$ cat src/rtl/seq_det_ctrl.sv
// Programmable serial sequence-detector controller.
// A pattern (1..PAT_W bits) is configured over a valid/ready handshake, a run is opened
// with start and closed with stop, and every pattern match on the serial x stream gives
// a one-cycle z pulse and advances a saturating match counter.
// Optional feature: define SEQ_DET_TIMEOUT_EN to end a run after TMO_CYC consecutive
// cycles without x_valid (timeout pulse). Undefined: timeout is tied low.
module seq_det_ctrl #(
    parameter int unsigned PAT_W   = 8,
    parameter int unsigned LEN_W   = 4,
    parameter int unsigned CNT_W   = 16,
    parameter int unsigned TMO_CYC = 64
) (
    input  logic             clk,
    input  logic             reset,
    input  logic             cfg_valid,
    output logic             cfg_ready,
    input  logic [PAT_W-1:0] cfg_pattern,
    input  logic [LEN_W-1:0] cfg_len,
    input  logic             cfg_overlap,
    output logic             cfg_err,
    input  logic             start,
    input  logic             stop,
    input  logic             x_valid,
    input  logic             x,
    output logic             z,
    output logic             busy,
    output logic [CNT_W-1:0] match_cnt,
    output logic             cnt_sat,
    output logic             timeout
);

    typedef enum logic [1:0] {StIdle, StArmed, StRun} state_e;

    localparam logic [LEN_W:0]   PatWMax = (LEN_W + 1)'(PAT_W);
    localparam logic [LEN_W-1:0] FillMax = LEN_W'(PAT_W);

    state_e             state_q;
    logic [PAT_W-1:0]   pat_q;
    logic [LEN_W-1:0]   len_q;
    logic               ovl_q;
    logic [PAT_W-1:0]   hist_q;
    logic [LEN_W-1:0]   fill_q;
    logic [CNT_W-1:0]   cnt_q;
    logic               sat_q;
    logic               z_q;
    logic               err_q;

    logic               cfg_legal;
    logic [PAT_W-1:0]   hist_d;
    logic [LEN_W-1:0]   fill_d;
    logic [CNT_W-1:0]   cnt_d;
    logic [PAT_W-1:0]   len_mask;
    logic               match;

`ifdef SEQ_DET_TIMEOUT_EN
    localparam int unsigned TMO_W = $clog2(TMO_CYC + 1);
    logic [TMO_W-1:0]   tmo_cnt_q;
    logic               tmo_q;
`else
    logic               unused_tmo;
    assign unused_tmo = (TMO_CYC == 0);
`endif

    // Config legality and next history/fill/count values for a sample taken this cycle.
    always_comb begin
        cfg_legal = (cfg_len != '0) && ({1'b0, cfg_len} <= PatWMax);
        hist_d    = {hist_q[PAT_W-2:0], x};
        fill_d    = (fill_q == FillMax) ? fill_q : fill_q + LEN_W'(1);
        cnt_d     = (cnt_q == '1) ? cnt_q : cnt_q + CNT_W'(1);
        len_mask  = '0;
        for (int unsigned i = 0; i < PAT_W; i++) begin
            len_mask[i] = (LEN_W'(i) < len_q);
        end
        // Only the newest len bits are compared; older history is masked off.
        match = (fill_d >= len_q) && (((hist_d ^ pat_q) & len_mask) == '0);
    end

    // Control FSM with all state and registered pulse outputs.
    always_ff @(posedge clk) begin
        if (reset) begin
            state_q <= StIdle;
            pat_q   <= '0;
            len_q   <= '0;
            ovl_q   <= 1'b0;
            hist_q  <= '0;
            fill_q  <= '0;
            cnt_q   <= '0;
            sat_q   <= 1'b0;
            z_q     <= 1'b0;
            err_q   <= 1'b0;
`ifdef SEQ_DET_TIMEOUT_EN
            tmo_cnt_q <= '0;
            tmo_q     <= 1'b0;
`endif
        end else begin
            z_q   <= 1'b0;
            err_q <= 1'b0;
`ifdef SEQ_DET_TIMEOUT_EN
            tmo_q <= 1'b0;
`endif
            unique case (state_q)
                StIdle, StArmed: begin
                    // A config transfer in the same cycle as start takes precedence.
                    if (cfg_valid) begin
                        if (cfg_legal) begin
                            pat_q   <= cfg_pattern;
                            len_q   <= cfg_len;
                            ovl_q   <= cfg_overlap;
                            cnt_q   <= '0;
                            sat_q   <= 1'b0;
                            state_q <= StArmed;
                        end else begin
                            err_q <= 1'b1;
                        end
                    end else if (start && (state_q == StArmed)) begin
                        hist_q  <= '0;
                        fill_q  <= '0;
                        cnt_q   <= '0;
                        sat_q   <= 1'b0;
                        state_q <= StRun;
`ifdef SEQ_DET_TIMEOUT_EN
                        tmo_cnt_q <= '0;
`endif
                    end
                end
                StRun: begin
                    // stop wins over a coincident sample, which is dropped.
                    if (stop) begin
                        state_q <= StArmed;
                    end else if (x_valid) begin
                        hist_q <= hist_d;
`ifdef SEQ_DET_TIMEOUT_EN
                        tmo_cnt_q <= '0;
`endif
                        if (match) begin
                            z_q    <= 1'b1;
                            cnt_q  <= cnt_d;
                            sat_q  <= sat_q | (cnt_d == '1);
                            fill_q <= ovl_q ? fill_d : '0;
                        end else begin
                            fill_q <= fill_d;
                        end
                    end
`ifdef SEQ_DET_TIMEOUT_EN
                    else if (tmo_cnt_q == TMO_W'(TMO_CYC - 1)) begin
                        tmo_q     <= 1'b1;
                        tmo_cnt_q <= '0;
                        state_q   <= StArmed;
                    end else begin
                        tmo_cnt_q <= tmo_cnt_q + TMO_W'(1);
                    end
`endif
                end
                default: state_q <= StIdle;
            endcase
        end
    end

    assign cfg_ready = (state_q != StRun);
    assign busy      = (state_q == StRun);
    assign z         = z_q;
    assign cfg_err   = err_q;
    assign match_cnt = cnt_q;
    assign cnt_sat   = sat_q;
`ifdef SEQ_DET_TIMEOUT_EN
    assign timeout   = tmo_q;
`else
    assign timeout   = 1'b0;
`endif

endmodule

$ cat config.mk
export PLATFORM = sky130hd
export DESIGN_NAME = seq_det_ctrl
export DESIGN_NICKNAME = d
export VERILOG_FILES = /design/src/rtl/seq_det_ctrl.sv
export SDC_FILE = /design/constraint.sdc
export NUM_CORES = 1
export LEC_CHECK = 0
export CAP_MARGIN = 40
export CORE_UTILIZATION = 54
export CTS_BUF_LIST = sky130_fd_sc_hd__clkbuf_8 sky130_fd_sc_hd__clkbuf_16
export CTS_CLUSTER_DIAMETER = 200
export DETAILED_ROUTE_END_ITERATION = 8
export HOLD_SLACK_MARGIN = 0.06
export PLACE_DENSITY_LB_ADDON = 0.15
export SLEW_MARGIN = 20
export SYNTH_ARGS = -nofsm -noshare
export SYNTH_HDL_FRONTEND = slang
export SYNTH_SLANG_ARGS = --single-unit
$ cat constraint.sdc
create_clock -name clk -period 3.3 [get_ports clk]
set_input_delay 0.33 -clock clk [delete_from_list [all_inputs] [get_ports clk]]
set_output_delay 0.33 -clock clk [all_outputs]
set_load 0.005 [all_outputs]
==> flow_summary_export.csv <==
group,metric,value,unit
worst_hold_path,hp-start,"cnt_sat",
synth,ys_async_sr_fraction,0,%
worst_setup_path,crit_end,"fill_q[0]",
synth,ys_seq_area_share,34.17,%
worst_hold_path,min_path_type,"flop to flop",
worst_setup_path,cpMaxStageDelayCell,"a311oi_1",
drt,drt-total-wl,6.176,mm
layout,layout.nets,379,
drt,drcViolationCount,0,
synth,synth_cells,321,
drt,antenna_left,0,
worst_setup_path,cp-end-kind,"flop",
drt,drt_iter0_drc,177,
die,die_h,71.87,um
power_and_ir_drop,power.static_leakage,1.054,nW
die,dieWidth,71.87,um
outcome,run_status,"finished, final reports clean",
layout,final_cells,420,
placed_design,place_hpwl,4.545,mm
timing,slew_headroom,51.11,%
worst_setup_path,criticalPathCategory,"flop to flop",
clock_network,cts_buffer_depth,2,
timing,timing_hold_violations_final,0,
synth,yosysWarnings,0,
power_and_ir_drop,pwr-share-seq,52.0,%
timing,setup_viol_count_final,0,
placed_design,gp_congestion,0.8557,
drt,viasPerCell,5.921,
clock_network,cts-buffers-inserted,5,
drt,routed-via-count,2487,
layout,stdcell_area,3141,sq um
clock_network,cts.sinks,45,
worst_setup_path,max_stage_delay,0.67,ns
placed_design,portBuffers,40,
clock_network,tritoncts,"done",
worst_setup_path,crit_arrival,3.43,ns
synth,syn_area,2636,sq um
worst_setup_path,critPathMaxFanout,6,
worst_setup_path,reg2reg_from,"fill_q[0]",
synth,synth_seq_cells,45,
drt,wire_per_inst,14.70,um
timing,slew_viol_final,0,
die,die_area,5165,sq um
timing,fin_crit_sh,97.00,%
global_routing,grt_overflow,0,
placed_design,place_ws,0.1731,ns
worst_setup_path,rr_endpoint,"fill_q[0]",
layout,drive_gt1_share,7.082,%
timing,clock_skew,0.006440,ns
timing,fmax,312.4,MHz
clock_network,ctsResizeCount,0,
global_routing,grt_util_all_layers,25.18,%
power_and_ir_drop,clkPwrFrac,37.6,%
clock_network,cts_root_buf,"clkbuf_8",
timing,setup_tns,0,ns
timing,fin_ws,0.09910,ns
timing,rsz0062_at_grt,"no",
power_and_ir_drop,p_sw_share,23.21,%
power_and_ir_drop,p_total,1.083,mW
die,ios,42,
placed_design,post-place-cells,412,
die,coreArea,4723,sq um
power_and_ir_drop,p_sw,0.2515,mW
flow_run,max-cap-violations,0,
clock_network,clk_pin_slew,0.09,ns
worst_setup_path,critPathLaunchType,"flop",
die,num_rows,25,
clock_network,hold_buffers,0,
global_routing,grt_pass1_vias,2310,
timing,timing.final.crit_period,3.201,ns
global_routing,grt_antenna_before_repair,0,
worst_setup_path,reg2regPathDepth,11,
timing,worstMarginPinSlew,0.7334,ns
global_routing,grt_max_degree,34,
worst_setup_path,critical_path.startpoint,"fill_q[0]",
power_and_ir_drop,power_density,344.9,nW/um^2
clock_network,clock_latency,0.30,ns
worst_setup_path,cp_cell_sequence,"inv_1 -> ha_1 -> and3b_1 -> xnor2_1 -> ha_1 -> or3b_2 -> o2111ai_1 -> a221oi_2 -> a311oi_1 -> nand3_1 -> a31oi_1",
global_routing,grt_first_pass_wirelength,10.25,mm
timing,fin_hold_ws,0.4774,ns
clock_network,cts_max_level,2,
worst_setup_path,critPathRequiredTime,3.53,ns
synth,synth_enable_flop_cells,0,
drt,drtPass1Iterations,4,
synth,synth_fp_nets,348,
power_and_ir_drop,power.internal,0.8318,mW
layout,n_fill_cell,427,
worst_setup_path,reg2reg_slack,0.1,ns
power_and_ir_drop,ir_drop,0.0002390,V
placed_design,post_dp_cell_area,3029,sq um
layout,syn2layout_area_growth,19.13,%
worst_setup_path,crit_top_cell,"ha_1",
die,initial_utilization,55.81,%
synth,ys_types,57,
layout,utilization,66.49,%
synth,synth_top_flop_cell,"dfxtp_1",
synth,synth.avg_cell_area,8.213,sq um
layout,n_antenna_cell,0,
power_and_ir_drop,p_comb_share,10.4,%
clock_network,cts_setup_buffers,0,
[kinds of logic (layout without fill, tap and decap cells)]
group / after synthesis / count (layout) / share of synthesized area (%)
flops: 45 / 45 / 34.17
xor+xnor: 13 / 13 / 4.319
fa+ha+maj: 7 / 7 / 3.322
other cells: 1 / 1 / 0.1422
compound gates: 87 / 87 / 22.83
buf+inv: 39 / 71 / 7.167
simple gates: 115 / 115 / 22.73
mux: 14 / 14 / 5.315
[registers in the layout, summed over array words and instances (netlist names)]
name and count:
cnt_sat 1, fill_q 4, match_cnt 16, hist_q 7
cfg_err 1, state_q 2, ovl_q 1, pat_q 8
z 1, len_q 4
[critical path, delay by kind of cell, from the launching register on]
family / cells / cell delay [ns]
AOI/OAI and AO/OA: 4 / 1.15
xor gates and xnor gates: 1 / 0.14
adders and majority gates: 2 / 0.48
buffers and inverters: 1 / 0.10
DFF: 1 / 0.42
and+or+nand+nor: 3 / 0.83
[cells in the final DEF (no fill, tap or decap), drive strengths merged, types with 3 or more instances in the layout]
master,instances
clkbuf,5
dfxtp,45
nor2,39
a31oi,6
mux2i,14
nor4,3
a41oi,3
nor3,4
a21oi,13
o22ai,3
clkdlybuf4s50,40
or4,5
a211oi,5
a221oi,4
inv,21
a22oi,10
nand3,11
xnor2,12
and3,4
buf,3
nand4,8
or2,4
o21ai,24
o31ai,10
ha,7
nand2,20
[synth_stat cells, types with 4 or more instances]
cell type | n | area share [%]
inv_1 | 20 | 2.8
clkbuf_1 | 8 | 1.1
nand3_1 | 10 | 1.9
nand4_1 | 8 | 1.9
mux2i_1 | 14 | 5.3
o21ai_0 | 23 | 4.4
nand2_1 | 20 | 2.8
a21oi_1 | 13 | 2.5
and3_1 | 4 | 0.95
nor3_1 | 4 | 0.76
ha_1 | 7 | 3.3
o31ai_1 | 10 | 2.8
or4_1 | 4 | 1.1
buf_2 | 6 | 1.1
xnor2_1 | 12 | 4.0
a211oi_1 | 4 | 1.1
a221oi_2 | 4 | 2.3
a31oi_1 | 6 | 1.4
nor2_1 | 39 | 5.6
dfxtp_1 | 45 | 34
a22oi_1 | 10 | 2.8
[layout make-up]
class	instances	area [sq um]	share of cell area [%]
tap	67	83.83	2.669
multi-input combinational	237	1546	49.24
inverter	20	75.07	2.390
clock buffer	5	68.82	2.191
clock inverter	3	42.54	1.355
sequential	45	900.9	28.69
timing repair buffer	43	422.9	13.47
[layer usage]
metal  part of all wire (%)  global-route usage, %
met1                     43                  30.24
met2                     50                  42.87
met3                    4.5                  5.345
met4                    2.3                  11.98
met5                      0                      0
[how the worst min path moves through the flow]
stage / cells past startpoint / end / slack [ns]
floorplan: 2 / ovl_q / 0.46
global placement: 2 / cnt_sat / 0.46
detailed placement: 2 / cnt_sat / 0.47
CTS: 2 / cnt_sat / 0.48
global route: 2 / cnt_sat / 0.51
finish: 2 / cnt_sat / 0.48
[power groups by stage]
| stage | clock network [mW] | logic, mW | registers [mW] |
|---|---|---|---|
| after floorplan | 0 | 0.0732 | 0.573 |
| after global placement | 0 | 0.109 | 0.575 |
| after detailed placement | 0 | 0.111 | 0.576 |
| after CTS | 0.419 | 0.112 | 0.563 |
| after global routing | 0.446 | 0.123 | 0.565 |
| final | 0.408 | 0.112 | 0.563 |
(Power assumes the default switching activity.)
==> RTL change: new RTL, same flow settings <==
Set the parameter `CNT_W` to 18 (it was 16).
--- a/src/rtl/seq_det_ctrl.sv
+++ b/src/rtl/seq_det_ctrl.sv
@@ -9,3 +9,3 @@
     parameter int unsigned LEN_W   = 4,
-    parameter int unsigned CNT_W   = 16,
+    parameter int unsigned CNT_W   = 18,
     parameter int unsigned TMO_CYC = 64
Interface: changed (resized match_cnt); port bits go from 42 to 44. No check against the original RTL was run, so the function may have changed too.
==> RTL change against the original RTL <==
Sequential cell count is 2 higher. Utilization is 1.3 points higher. Fmax is 8.2% higher. First-iteration DRC count is 64% higher. Cell area is 10% higher. Power is 12% higher. Wire length is 22% higher. Combinational power is 59% higher. Critical path depth stayed put. Setup slack better by 0.24 ns. Final cell count is 11% higher. Synthesized area is 9.1% higher. Critical path type unchanged.
==> RTL change: results <==
[run_status]
outcome = "finished, final reports clean"

[timing]
skew_ns = 0.00512
slew_viol_final = 0
worst-slew-pin-transition_ns = 0.795

[min_path]
hp-class = "flop to flop"
hold_path_end = "cnt_sat$_SDFFE_PP0P_"
hp-start = "cnt_sat$_SDFFE_PP0P_"
hold_depth = 2

[yosys]
ys_types = 60
synth-main-ff-cell = "dfxtp_1"
synth.area.top_cells = "dfxtp_1, nand2_1, mux2i_1"
synth-seq-area-share_pct = 32.7
synth_common_cells = "dfxtp_1, nand2_1, nor2_1"
syn_nets = 384
ys_warn_count = 0

[place]
dp_hpwl_um = 5400
io_buffers = 42
gp_congestion = 0.976
place_area_um2 = 3350

[route]
dr.pass1.iters = 5
routedWlPerCell_um = 16.2
avgViaCountPerCell = 6.27
drt_iter0_drc = 290

[power_and_ir_drop]
total_leakage_power_uw = 0.00114
power.share.switching_pct = 27.2
vdd_ir_drop_max_uv = 299

[global_route]
grt_util_all_layers_pct = 28.5
grt_pass1_vias = 2533
grt_pass1_wl_um = 12100
grt_max_degree = 28

[cells_and_area]
drive_gt1_share_pct = 6.58
nNetsFinal = 421
fillers = 453
n_antenna_cell = 0
largest_register_ffs = 18

[setup_path]
r2r_slack_ns = 0.34
worstPathArrival_ns = 3.16
critPathMaxFanout = 14
timing.rr.end = "match_cnt[12]$_SDFFE_PP0P_"

[cts]
clk_latency_ns = 0.31
cts_inserted_buffers = 5
ctsRootBufferMaster = "clkbuf_8"
h-tree-depth = 2
## RTL change: cell count changes after synthesis, moves of 6 or more
cell,change
xor2_1,+6
nor2_1,-9
a22oi_1,-7
nand2_1,+15
o21ai_0,-10
a221oi_1,+11
nor3_1,+6
nand3_1,+12
## RTL change: power groups by stage
stage,combinational (uW),sequential (uW),clock (uW)
after CTS,178,592,447
after floorplan,123,599,0
after detailed placement,177,605,0
final,178,592,443
after global routing,194,595,472
after global placement,175,604,0
## RTL change: kinds of logic after synthesis
| family | count (synthesis) | synth area share (%) |
|---|---|---|
| AO/OA/AOI/OAI | 89 | 23.7 |
| XOR/XNOR | 14 | 4.26 |
| adder cells (fa/ha/maj) | 7 | 3.04 |
| buffers and inverters | 43 | 6.31 |
| flip-flops | 47 | 32.7 |
| multiplexers | 12 | 4.18 |
| other | 1 | 0.130 |
| AND/OR/NAND/NOR | 144 | 25.7 |
## RTL change: worst max-delay path: stages (launching register included)
cell,delay [ns]
dfxtp_1,0.42
inv_1,0.10
ha_1,0.21
and3b_1,0.21
xnor2_1,0.18
ha_1,0.25
nand2b_1,0.14
a2111o_1,0.43
and3_1,0.21
o211ai_4,0.13
nand2_2,0.25
a221oi_1,0.32
## RTL change: cell type report
cell class	instances	area (um2)	share of cell area (%)
multi-input cells	267	1750	50.7
flip-flops and latches	47	941	27.2
repair buffers	49	473	13.7
inverters	24	90.1	2.60
well taps	70	87.6	2.53
clock buffers	5	68.8	1.99
clock inverters	3	46.3	1.34
## RTL change: per-layer routing
metal | track usage, % | share of wire [%]
met1 | 42.2 | 47
met2 | 42.6 | 43
met3 | 4.82 | 8.3
met4 | 7.55 | 1.2
met5 | 0 | 0
## RTL change: how the worst max path moves through the flow
stage	start	endpoint	depth (start not counted)
3_3_place_gp	cfg_len[0]	match_cnt[12]$_SDFFE_PP0P_	7
4_1_cts	fill_q[0]$_SDFFE_PP0P_	match_cnt[14]$_SDFFE_PP0P_	11
5_1_grt	fill_q[0]$_SDFFE_PP0P_	match_cnt[12]$_SDFFE_PP0P_	11
3_5_place_dp	cfg_len[0]	match_cnt[14]$_SDFFE_PP0P_	7
6_report	fill_q[0]$_SDFFE_PP0P_	match_cnt[12]$_SDFFE_PP0P_	11
2_1_floorplan	fill_q[0]$_SDFFE_PP0P_	match_cnt[12]$_SDFFE_PP0P_	12
## RTL change: metrics by stage
step	total power [uW]	setup slack [ns]	utilization, %	hold slack [ns]	std cells
final	1210	0.343	67.8	0.474	465
after global routing	1260	0.170	67.8	0.509	465
after CTS	1220	0.355	67.8	0.480	465
after detailed placement	782	0.369	65.5	0.459	457
after global placement	779	0.426	65.5	0.453	457
after floorplan	723	0.641	-	0.449	357
